File: config.mk
export PLATFORM = sky130hd
export DESIGN_NAME = trig_route_ctrl
export DESIGN_NICKNAME = d
export VERILOG_FILES = /design/src/rtl/trig_route_pkg.sv /design/src/rtl/trig_route_ctrl_pulse.sv /design/src/rtl/trig_route_ctrl.sv
export SDC_FILE = /design/constraint.sdc
export NUM_CORES = 1
export LEC_CHECK = 0
export ABC_AREA = 1
export ABC_CLOCK_PERIOD_IN_PS = 2500
export CORE_MARGIN = 2
export CORE_UTILIZATION = 47
export CTS_BUF_LIST = sky130_fd_sc_hd__clkbuf_4
export CTS_CLUSTER_DIAMETER = 200
export CTS_CLUSTER_SIZE = 16
export DETAILED_ROUTE_END_ITERATION = 10
export PLACE_DENSITY = 0.64
export RECOVER_POWER = 100
export SETUP_SLACK_MARGIN = 0.4
export SLEW_MARGIN = 10
export SYNTH_ARGS = -nofsm -noshare
export SYNTH_HDL_FRONTEND = slang
export SYNTH_SLANG_ARGS = --single-unit
File: constraint.sdc
create_clock -name ext_clock -period 2.5 [get_ports ext_clock]
set_input_delay 0.5 -clock ext_clock [delete_from_list [all_inputs] [get_ports ext_clock]]
set_output_delay 0.5 -clock ext_clock [all_outputs]
set_load 0.01 [all_outputs]
File: src/rtl/trig_route_pkg.sv
// trig_route_pkg: shared encodings and helpers for the trigger router.
// Holds mode encodings, the pulse FSM state enum and a saturating increment.
package trig_route_pkg;

    typedef enum logic [1:0] {
        MODE_PASS    = 2'b00,
        MODE_EDGE    = 2'b01,
        MODE_ONESHOT = 2'b10,
        MODE_OFF     = 2'b11
    } mode_e;

    typedef enum logic [1:0] {
        ST_IDLE  = 2'b00,
        ST_DELAY = 2'b01,
        ST_PULSE = 2'b10
    } state_e;

    // Increment that sticks at lim instead of wrapping.
    function automatic logic [31:0] sat_inc(
        input logic [31:0] v,
        input logic [31:0] lim
    );
        return (v >= lim) ? lim : v + 32'd1;
    endfunction

endpackage

File: src/rtl/trig_route_ctrl_pulse.sv
// trig_pulse_gen: delay/width pulse FSM with down-counters.
// Ports: i_fire starts a pulse from IDLE, i_abort forces IDLE, i_delay/i_width
// are captured on fire; o_pulse is high in PULSE, o_busy in DELAY or PULSE.
module trig_pulse_gen
    import trig_route_pkg::*;
#(
    parameter int DLY_W = 16,
    parameter int WID_W = 16
) (
    input  logic             ext_clock,
    input  logic             resetn,
    input  logic             i_fire,
    input  logic             i_abort,
    input  logic [DLY_W-1:0] i_delay,
    input  logic [WID_W-1:0] i_width,
    output logic             o_pulse,
    output logic             o_busy
);

    state_e           r_state;
    state_e           w_state_nxt;
    logic [DLY_W-1:0] r_dcnt;
    logic [DLY_W-1:0] w_dcnt_nxt;
    logic [WID_W-1:0] r_wcnt;
    logic [WID_W-1:0] w_wcnt_nxt;
    logic [WID_W-1:0] r_wid;
    logic [WID_W-1:0] w_wid_nxt;

    // Width 0 behaves as 1: the count holds remaining cycles after this one.
    function automatic logic [WID_W-1:0] wid_load(input logic [WID_W-1:0] w);
        return (w == '0) ? '0 : w - WID_W'(1);
    endfunction

    always_comb begin
        w_state_nxt = r_state;
        w_dcnt_nxt  = r_dcnt;
        w_wcnt_nxt  = r_wcnt;
        w_wid_nxt   = r_wid;
        unique case (r_state)
            ST_IDLE: begin
                if (i_fire) begin
                    w_wid_nxt = i_width;
                    if (i_delay == '0) begin
                        w_state_nxt = ST_PULSE;
                        w_wcnt_nxt  = wid_load(i_width);
                    end else begin
                        w_state_nxt = ST_DELAY;
                        w_dcnt_nxt  = i_delay - DLY_W'(1);
                    end
                end
            end
            ST_DELAY: begin
                if (r_dcnt == '0) begin
                    w_state_nxt = ST_PULSE;
                    w_wcnt_nxt  = wid_load(r_wid);
                end else begin
                    w_dcnt_nxt = r_dcnt - DLY_W'(1);
                end
            end
            ST_PULSE: begin
                if (r_wcnt == '0) begin
                    w_state_nxt = ST_IDLE;
                end else begin
                    w_wcnt_nxt = r_wcnt - WID_W'(1);
                end
            end
            default: w_state_nxt = ST_IDLE;
        endcase
        if (i_abort) begin
            w_state_nxt = ST_IDLE;
        end
    end

    always_ff @(posedge ext_clock or negedge resetn) begin
        if (!resetn) begin
            r_state <= ST_IDLE;
            r_dcnt  <= '0;
            r_wcnt  <= '0;
            r_wid   <= '0;
        end else begin
            r_state <= w_state_nxt;
            r_dcnt  <= w_dcnt_nxt;
            r_wcnt  <= w_wcnt_nxt;
            r_wid   <= w_wid_nxt;
        end
    end

    assign o_pulse = (r_state == ST_PULSE);
    assign o_busy  = (r_state != ST_IDLE);

endmodule

File: src/rtl/trig_route_ctrl.sv
// trig_route_ctrl: capture-trigger router/shaper plus heartbeat LED counter.
// Ports: src_trig/cfg_sel pick a source, cfg_mode/cfg_delay/cfg_width/arm
// shape it; outputs trig_out, busy, armed, trig_count, led_heartbeat, and
// ts_out when TRIG_ROUTE_TIMESTAMP_EN is defined.
module trig_route_ctrl
    import trig_route_pkg::*;
#(
    parameter int N_SRC = 4,
    parameter int SEL_W = 2,
    parameter int DLY_W = 16,
    parameter int WID_W = 16,
    parameter int CNT_W = 16,
    parameter int HB_W  = 23,
    parameter int TS_W  = 32
) (
    input  logic             ext_clock,
    input  logic             resetn,
    input  logic [N_SRC-1:0] src_trig,
    input  logic [SEL_W-1:0] cfg_sel,
    input  logic [1:0]       cfg_mode,
    input  logic [DLY_W-1:0] cfg_delay,
    input  logic [WID_W-1:0] cfg_width,
    input  logic             arm,
    output logic             trig_out,
    output logic             busy,
    output logic             armed,
    output logic [CNT_W-1:0] trig_count,
    output logic             led_heartbeat
`ifdef TRIG_ROUTE_TIMESTAMP_EN
    ,
    output logic [TS_W-1:0]  ts_out
`endif
);

    localparam logic [CNT_W-1:0] CNT_MAX = '1;

    mode_e            w_mode;
    logic             w_src;
    logic             w_rise;
    logic             w_fire;
    logic             w_abort;
    logic             w_pulse;
    logic             w_busy;
    logic             w_trig_rise;
    logic             r_src_prev;
    logic             r_pass;
    logic             r_trig_prev;
    logic             r_armed;
    logic [CNT_W-1:0] r_count;
    logic [HB_W-1:0]  r_hb;

    assign w_mode = mode_e'(cfg_mode);

    // Out-of-range selects match no channel and read as 0.
    always_comb begin
        w_src = 1'b0;
        for (int i = 0; i < N_SRC; i++) begin
            if (cfg_sel == SEL_W'(i)) begin
                w_src = src_trig[i];
            end
        end
    end

    assign w_rise = w_src & ~r_src_prev;

    // An arm in the same cycle as the edge wins: the edge is dropped.
    always_comb begin
        w_fire = 1'b0;
        if (w_rise && !w_busy) begin
            if (w_mode == MODE_EDGE) begin
                w_fire = 1'b1;
            end else if (w_mode == MODE_ONESHOT) begin
                w_fire = r_armed & ~arm;
            end
        end
    end

    assign w_abort = (w_mode == MODE_OFF);

    trig_pulse_gen #(
        .DLY_W (DLY_W),
        .WID_W (WID_W)
    ) u_pulse (
        .ext_clock (ext_clock),
        .resetn    (resetn),
        .i_fire    (w_fire),
        .i_abort   (w_abort),
        .i_delay   (cfg_delay),
        .i_width   (cfg_width),
        .o_pulse   (w_pulse),
        .o_busy    (w_busy)
    );

    // A pulse already running finishes even if the mode leaves edge/one-shot.
    always_comb begin
        trig_out = 1'b0;
        if (w_mode == MODE_OFF) begin
            trig_out = 1'b0;
        end else if (w_busy) begin
            trig_out = w_pulse;
        end else if (w_mode == MODE_PASS) begin
            trig_out = r_pass;
        end
    end

    assign w_trig_rise = trig_out & ~r_trig_prev;

    always_ff @(posedge ext_clock or negedge resetn) begin
        if (!resetn) begin
            r_src_prev  <= 1'b0;
            r_pass      <= 1'b0;
            r_trig_prev <= 1'b0;
            r_armed     <= 1'b0;
            r_count     <= '0;
            r_hb        <= '0;
        end else begin
            r_src_prev  <= w_src;
            r_pass      <= w_src;
            r_trig_prev <= trig_out;
            if (arm) begin
                r_armed <= 1'b1;
            end else if (w_fire && w_mode == MODE_ONESHOT) begin
                r_armed <= 1'b0;
            end
            if (w_trig_rise) begin
                r_count <= CNT_W'(sat_inc(32'(r_count), 32'(CNT_MAX)));
            end
            // Heartbeat stalls while the trigger is high to keep capture quiet.
            if (!trig_out) begin
                r_hb <= r_hb + HB_W'(1);
            end
        end
    end

`ifdef TRIG_ROUTE_TIMESTAMP_EN
    logic [TS_W-1:0] r_ts;
    logic [TS_W-1:0] r_ts_out;

    always_ff @(posedge ext_clock or negedge resetn) begin
        if (!resetn) begin
            r_ts     <= '0;
            r_ts_out <= '0;
        end else begin
            r_ts <= r_ts + TS_W'(1);
            if (w_trig_rise) begin
                r_ts_out <= r_ts;
            end
        end
    end

    assign ts_out = r_ts_out;
`endif

    assign busy          = w_busy;
    assign armed         = r_armed;
    assign trig_count    = r_count;
    assign led_heartbeat = r_hb[HB_W-1];

endmodule

==> flow_summary.json, run 1 <==
{
  "status": "finished, final reports clean",
  "nFillCells": 1422,
  "dieArea_mm2": 0.01520,
  "drt-initial-drc-count": 427,
  "crit_arrival_ns": 1.75,
  "clkLatencyLatePin_ns": 0.47,
  "core_area_mm2": 0.01388,
  "critPathRequiredTime_ns": 2.00,
  "p_total_w": 0.008319,
  "hold_path.class": "primary input to asynchronous set/reset pin",
  "drv_cap": 0,
  "use_met2": 0.4042,
  "htreeDepth": 3,
  "n_antenna_cell": 0,
  "cts_buffers": 9,
  "drive_above_1_share": 0.07753,
  "initial_core_util": 0.4817,
  "setup_viol_count_final": 0,
  "netlist_area_mm2": 0.006686,
  "overflow": 0,
  "yosysTopAreaCell": "dfrtp_1",
  "syn_nets": 1109,
  "critPathTopFamily": "flip-flops",
  "finalCritPeriodShare": 0.9012,
  "layout_setup_ws_ns": 0.2470,
  "place_worst_setup_slack_ns": -0.02323,
  "dp_hpwl_mm": 13.07,
  "path_depth": 7,
  "synth_cell_types": 38,
  "rsz0062_at_grt": "yes",
  "synth-main-ff-cell": "dfrtp_1",
  "cp_slowest_cell": "dfrtp_1",
  "synth.avg_cell_area_um2": 6.338,
  "clock-sinks": 92,
  "endpoint_kind": "output pin",
  "finalCoreUtilization": 0.5729,
  "ff2ff_path_depth": 11,
  "use_met1": 0.3253,
  "drtPass1Iterations": 6,
  "drcViolationCount": 0,
  "syn_inst": 1055,
  "relSlewSlack": 0.2845,
  "clk_pin_slew_ns": 0.15,
  "cts_tree": "built",
  "grt-busiest-layer": "met2",
  "rr_endpoint": "u_pulse.r_wcnt[5]$_DFFE_PN0P_",
  "drtAntennaViolNets": 0,
  "p_leak_nw": 3.846,
  "hold_viol": 0,
  "routed_wl_mm": 16.92,
  "finalClockSkew_ns": 0.01854,
  "cts-root-buf": "clkbuf_4",
  "slew_viol_final": 0,
  "rrSetupSlack_ns": 0.30,
  "r2r-start": "u_pulse.r_state[0]$_DFFE_PN0P_",
  "gp_congestion": 0.8866,
  "cts.hold.buffers_added": 0,
  "cp_max_fo": 3,
  "yosysWarnings": 0,
  "synth_seq_cells": 92,
  "grt_max_degree": 43,
  "final_common_cell": "nand2_1",
  "yosysSeqAreaShare": 0.3443,
  "criticalPathCategory": "flip-flop to output pin",
  "worst_setup_path_start_kind": "flip-flop",
  "cp-startpoint": "u_pulse.r_state[0]$_DFFE_PN0P_",
  "rows": 43,
  "grt_pass1_wl_mm": 28.92,
  "min_period_ns": 2.253,
  "powerDensity_mw_per_mm2": 1046,
  "area_growth_pct": 18.94,
  "worst-path-buf-inv": 3,
  "clockBufferDepth": 2,
  "die_y_um": 123.3,
  "pin_count": 63,
  "peakVddDrop_v": 0.0004675,
  "tightest_slew_ns": 1.073,
  "async_flop_share": 1.000,
  "synth_top_area_frac": 0.3443,
  "post_drt_wl_per_cell_um": 12.74,
  "die_x_um": 123.3,
  "portBuffers": 62,
  "first_global_vias": 6163,
  "viasPerCell": 4.994,
  "layout.nets": 1198,
  "final_cell_mix": "nand2_1, nor2_1, inv_1",
  "crit_end": "trig_out",
  "crit_path_cell_trace": "inv_1 -> ha_4 -> nor2_1 -> a21oi_2 -> nand2_1 -> inv_2 -> buf_6",
  "grt_usage": 0.2389,
  "antenna_found_initial": 0,
  "cp_slowest_stage_delay_ns": 0.42,
  "use_met3": 0.04059,
  "via_count": 6632,
  "synth-edff-count": 0,
  "timing.fmax_mhz": 443.9,
  "synth.top_cells.by_area": "dfrtp_1, nand2_1, nor2_1"
}
per-stage QoR:
stage	instances	hold WS, ns	instance area (um^2)	TNS [ns]
after floorplan	1055	0.2044	6686	0
after global placement	1302	0.4628	7662	-0.02471
after detailed placement	1302	0.4663	7662	-0.02323
after CTS	1322	0.008155	7898	0
after global routing	1328	0.2836	7953	0
final	1328	0.2009	7953	0
state kept, by name, indices dropped and copies added, names as in the netlist:
name / cells
armed: 1
r_hb: 23
r_pass: 1
r_trig_prev: 1
trig_count: 16
u_pulse.r_dcnt: 16
u_pulse.r_state: 2
u_pulse.r_wcnt: 16
u_pulse.r_wid: 16
area by class of cell:
class                           count  area [um^2]  share of cell area
Timing Repair Buffer              100        902.1              0.1134
Multi-Input combinational cell    816         3889              0.4890
Inverter                          124        469.2             0.05900
Sequential cell                    92         2302              0.2895
Tap cell                          180        225.2             0.02832
Timing Repair inverter              1        7.507           0.0009440
Clock buffer                        9        67.56            0.008496
Clock inverter                      6        90.09             0.01133
worst reg2reg max path, delay by kind of cell, from the launching register on:
kind	cells	cell delay, ns
AOI/OAI and AO/OA	1	0.10
adders and majority gates	1	0.18
buffers and inverters	5	0.87
DFF	1	0.42
and+or+nand+nor	4	0.54
Yosys cell counts, types with 2 or more instances:
master    count
xnor2_1      12
nand2_2       2
nand3b_1      2
clkbuf_1     11
nor2_1      162
o21ai_1       6
nand2_1     369
a21oi_1      12
o21bai_1      2
nand3_1      68
o21ai_0      75
nand4_1      13
a21boi_0      2
o21ai_2       2
xor2_1       45
or2_2         3
ha_1         11
buf_2         8
nor2_2        4
dfrtp_1      92
inv_1       121
nor3_1       15
buf_4         2
inv_2         2
worst min path at each step:
stage	end
4_1_cts	trig_count[3]$_DFFE_PN0P_
6_report	u_pulse.r_wid[13]$_DFFE_PN0P_
3_3_place_gp	u_pulse.r_wcnt[0]$_DFFE_PN0P_
3_5_place_dp	u_pulse.r_wcnt[0]$_DFFE_PN0P_
2_1_floorplan	armed$_DFFE_PN0P_
5_1_grt	u_pulse.r_wid[13]$_DFFE_PN0P_
power by group:
part           switching [W]  internal, W  total [W]  leakage (nW)
registers           0.000572      0.00209    0.00266          1.16
logic                0.00291      0.00180    0.00471          2.61
clock network       0.000541     0.000402   0.000943        0.0820
total                0.00403      0.00429    0.00832          3.85
metal layers:
layer,wire length [um],part of all wire
met5,0,0
met4,133,0.0079
met3,606,0.036
met2,8105,0.48
met1,8077,0.48
kinds of logic (layout without fill, tap and decap cells):
group / count (synthesis) / after routing / share of synthesized area
xor gates and xnor gates: 57 / 57 / 0.07466
AOI/OAI and AO/OA: 102 / 102 / 0.08009
DFF: 92 / 92 / 0.3443
buffers and inverters: 147 / 240 / 0.08533
and+or+nand+nor: 644 / 644 / 0.3918
muxes: 2 / 2 / 0.003181
adders and majority gates: 11 / 11 / 0.02058
what timing repair did:
| item | in CTS | in global routing |
|---|---|---|
| gates cloned | 0 | 1 |
| buffers inserted | 5 | 5 |
| endpoints found under the setup margin | 9 | 34 |
| pin swaps | 5 | 7 |
| hold endpoints to repair | 0 | 0 |
| gates resized for setup | 19 | 30 |
(Power assumes the default switching activity.)
==> inputs of run 2 (changes only) <==
--- a/config.mk
+++ b/config.mk
@@ -6,13 +6,14 @@
 export NUM_CORES = 1
 export LEC_CHECK = 0
 export ABC_AREA = 1
-export ABC_CLOCK_PERIOD_IN_PS = 2500
+export ABC_CLOCK_PERIOD_IN_PS = 2870
 export CORE_MARGIN = 2
 export CORE_UTILIZATION = 47
 export CTS_BUF_LIST = sky130_fd_sc_hd__clkbuf_4
 export CTS_CLUSTER_DIAMETER = 200
 export CTS_CLUSTER_SIZE = 16
 export DETAILED_ROUTE_END_ITERATION = 10
+export GPL_ROUTABILITY_DRIVEN = 1
 export PLACE_DENSITY = 0.64
 export RECOVER_POWER = 100
 export SETUP_SLACK_MARGIN = 0.4
==> constraint.sdc (replaced) <==
create_clock -name ext_clock -period 2.87 [get_ports ext_clock]
set_input_delay 0.574 -clock ext_clock [delete_from_list [all_inputs] [get_ports ext_clock]]
set_output_delay 0.574 -clock ext_clock [all_outputs]
set_load 0.01 [all_outputs]
==> flow_summary.json, run 2 (same netlist as run 1, synthesis figures left out) <==
{
  "cts_buffers": 9,
  "hold_viol": 0,
  "rsz0062_at_grt": "no",
  "drive_above_1_share": 0.04270,
  "portBuffers": 62,
  "grt_usage": 0.2353,
  "rows": 43,
  "drtPass1Iterations": 5,
  "clockBufferDepth": 2,
  "grt_pass1_wl_mm": 28.57,
  "crit_arrival_ns": 1.94,
  "rr_endpoint": "u_pulse.r_dcnt[12]$_DFFE_PN0P_",
  "cp_slowest_cell": "clkdlybuf4s50_1",
  "layout.nets": 1173,
  "finalClockSkew_ns": 0.02265,
  "min_period_ns": 2.513,
  "drtAntennaViolNets": 0,
  "htreeDepth": 3,
  "nFillCells": 1479,
  "relSlewSlack": 0.1450,
  "n_antenna_cell": 0,
  "pin_count": 63,
  "crit_path_cell_trace": "inv_1 -> ha_1 -> inv_2 -> clkdlybuf4s50_1",
  "timing.fmax_mhz": 397.9,
  "drt-initial-drc-count": 362,
  "gp_congestion": 0.8747,
  "top_register": "r_hb",
  "antenna_found_initial": 0,
  "layout_setup_ws_ns": 0.3566,
  "place_worst_setup_slack_ns": 0.1650,
  "cts_tree": "built",
  "die_x_um": 123.3,
  "finalCritPeriodShare": 0.8757,
  "final_cell_mix": "nand2_1, nor2_1, inv_1",
  "drcViolationCount": 0,
  "r2r-start": "u_pulse.r_state[1]$_DFFE_PN0P_",
  "clkLatencyLatePin_ns": 0.48,
  "setup_viol_count_final": 0,
  "clk_pin_slew_ns": 0.15,
  "cts-root-buf": "clkbuf_4",
  "p_total_w": 0.006867,
  "via_count": 6464,
  "peakVddDrop_v": 0.0004074,
  "slew_viol_final": 0,
  "core_area_mm2": 0.01388,
  "dp_hpwl_mm": 12.82,
  "drv_cap": 0,
  "viasPerCell": 4.957,
  "criticalPathCategory": "flip-flop to output pin",
  "routed_wl_mm": 16.55,
  "cp_slowest_stage_delay_ns": 0.50,
  "overflow": 0,
  "ff2ff_path_depth": 12,
  "endpoint_kind": "output pin",
  "area_growth_pct": 14.61,
  "die_y_um": 123.3,
  "clock-sinks": 92,
  "cp_max_fo": 6,
  "cp-startpoint": "u_pulse.r_state[1]$_DFFE_PN0P_",
  "p_leak_nw": 3.722,
  "dieArea_mm2": 0.01520,
  "rrSetupSlack_ns": 0.46,
  "grt_max_degree": 51,
  "finalSetupTns_ns": 0,
  "largest_reg_flops": 23,
  "tightest_slew_ns": 1.283,
  "critPathRequiredTime_ns": 2.30,
  "worst_setup_path_start_kind": "flip-flop",
  "initial_core_util": 0.4817,
  "hold_path.class": "primary input to asynchronous set/reset pin",
  "status": "finished, final reports clean",
  "powerDensity_mw_per_mm2": 896.0,
  "final_common_cell": "nand2_1",
  "first_global_vias": 6139,
  "post_drt_wl_per_cell_um": 12.69
}
## run 2: worst max path at each step
stage          cells past startpoint                            end
6_report                           4                           busy
5_1_grt                           11  u_pulse.r_wcnt[9]$_DFFE_PN0P_
4_1_cts                            7                       trig_out
3_3_place_gp                       7                       trig_out
2_1_floorplan                      9                       trig_out
3_5_place_dp                       7                       trig_out
## run 2: cell type report
| class | count | area (um^2) | share of cell area |
|---|---|---|---|
| well taps | 180 | 225.2 | 0.02939 |
| multi-input cells | 816 | 3816 | 0.4980 |
| inverters | 124 | 465.4 | 0.06073 |
| clock inverters | 6 | 87.58 | 0.01143 |
| flip-flops and latches | 92 | 2302 | 0.3004 |
| clock buffers | 10 | 75.07 | 0.009796 |
| repair buffers | 76 | 691.9 | 0.09029 |
## run 2: what timing repair did
item / CTS / global route
gates resized for setup: 7 / 3
endpoints found under the setup margin: 2 / 14
hold endpoints to repair: 0 / 0
hold buffers: 0 / 0
setup buffers: 1 / 0
## run 2: power by group
part / internal (W) / switching, W
logic: 0.00130 / 0.00241
clock network: 0.000365 / 0.000479
registers: 0.00182 / 0.000494
## run 2: layer usage
| layer | vias to the layer above | GRT usage | part of all wire | wire length [um] |
|---|---|---|---|---|
| met2 | 103 | 0.3918 | 0.46 | 7674 |
| met5 | - | 0 | 0 | 0 |
| met1 | 2937 | 0.3208 | 0.49 | 8147 |
| li1 | 3410 | - | - | - |
| met4 | 0 | 0.04688 | 0.011 | 186 |
| met3 | 14 | 0.04336 | 0.033 | 541 |
## run 2: worst max-delay path, delay by kind of cell, from the launching register on
kind	cells	cell delay, ns
buffers and inverters	3	0.73
adder cells (fa/ha/maj)	1	0.32
flip-flops	1	0.43
## run 2: per-stage QoR
stage / cell area, um^2 / utilization / instances / hold slack, ns
5_1_grt: 7664 / 0.5521 / 1304 / 0.4232
3_5_place_dp: 7537 / 0.5430 / 1287 / 0.4691
4_1_cts: 7724 / 0.5564 / 1304 / 0.1168
3_3_place_gp: 7537 / 0.5430 / 1287 / 0.4637
6_report: 7664 / 0.5521 / 1304 / 0.3454
2_1_floorplan: 6686 / - / 1055 / 0.2784
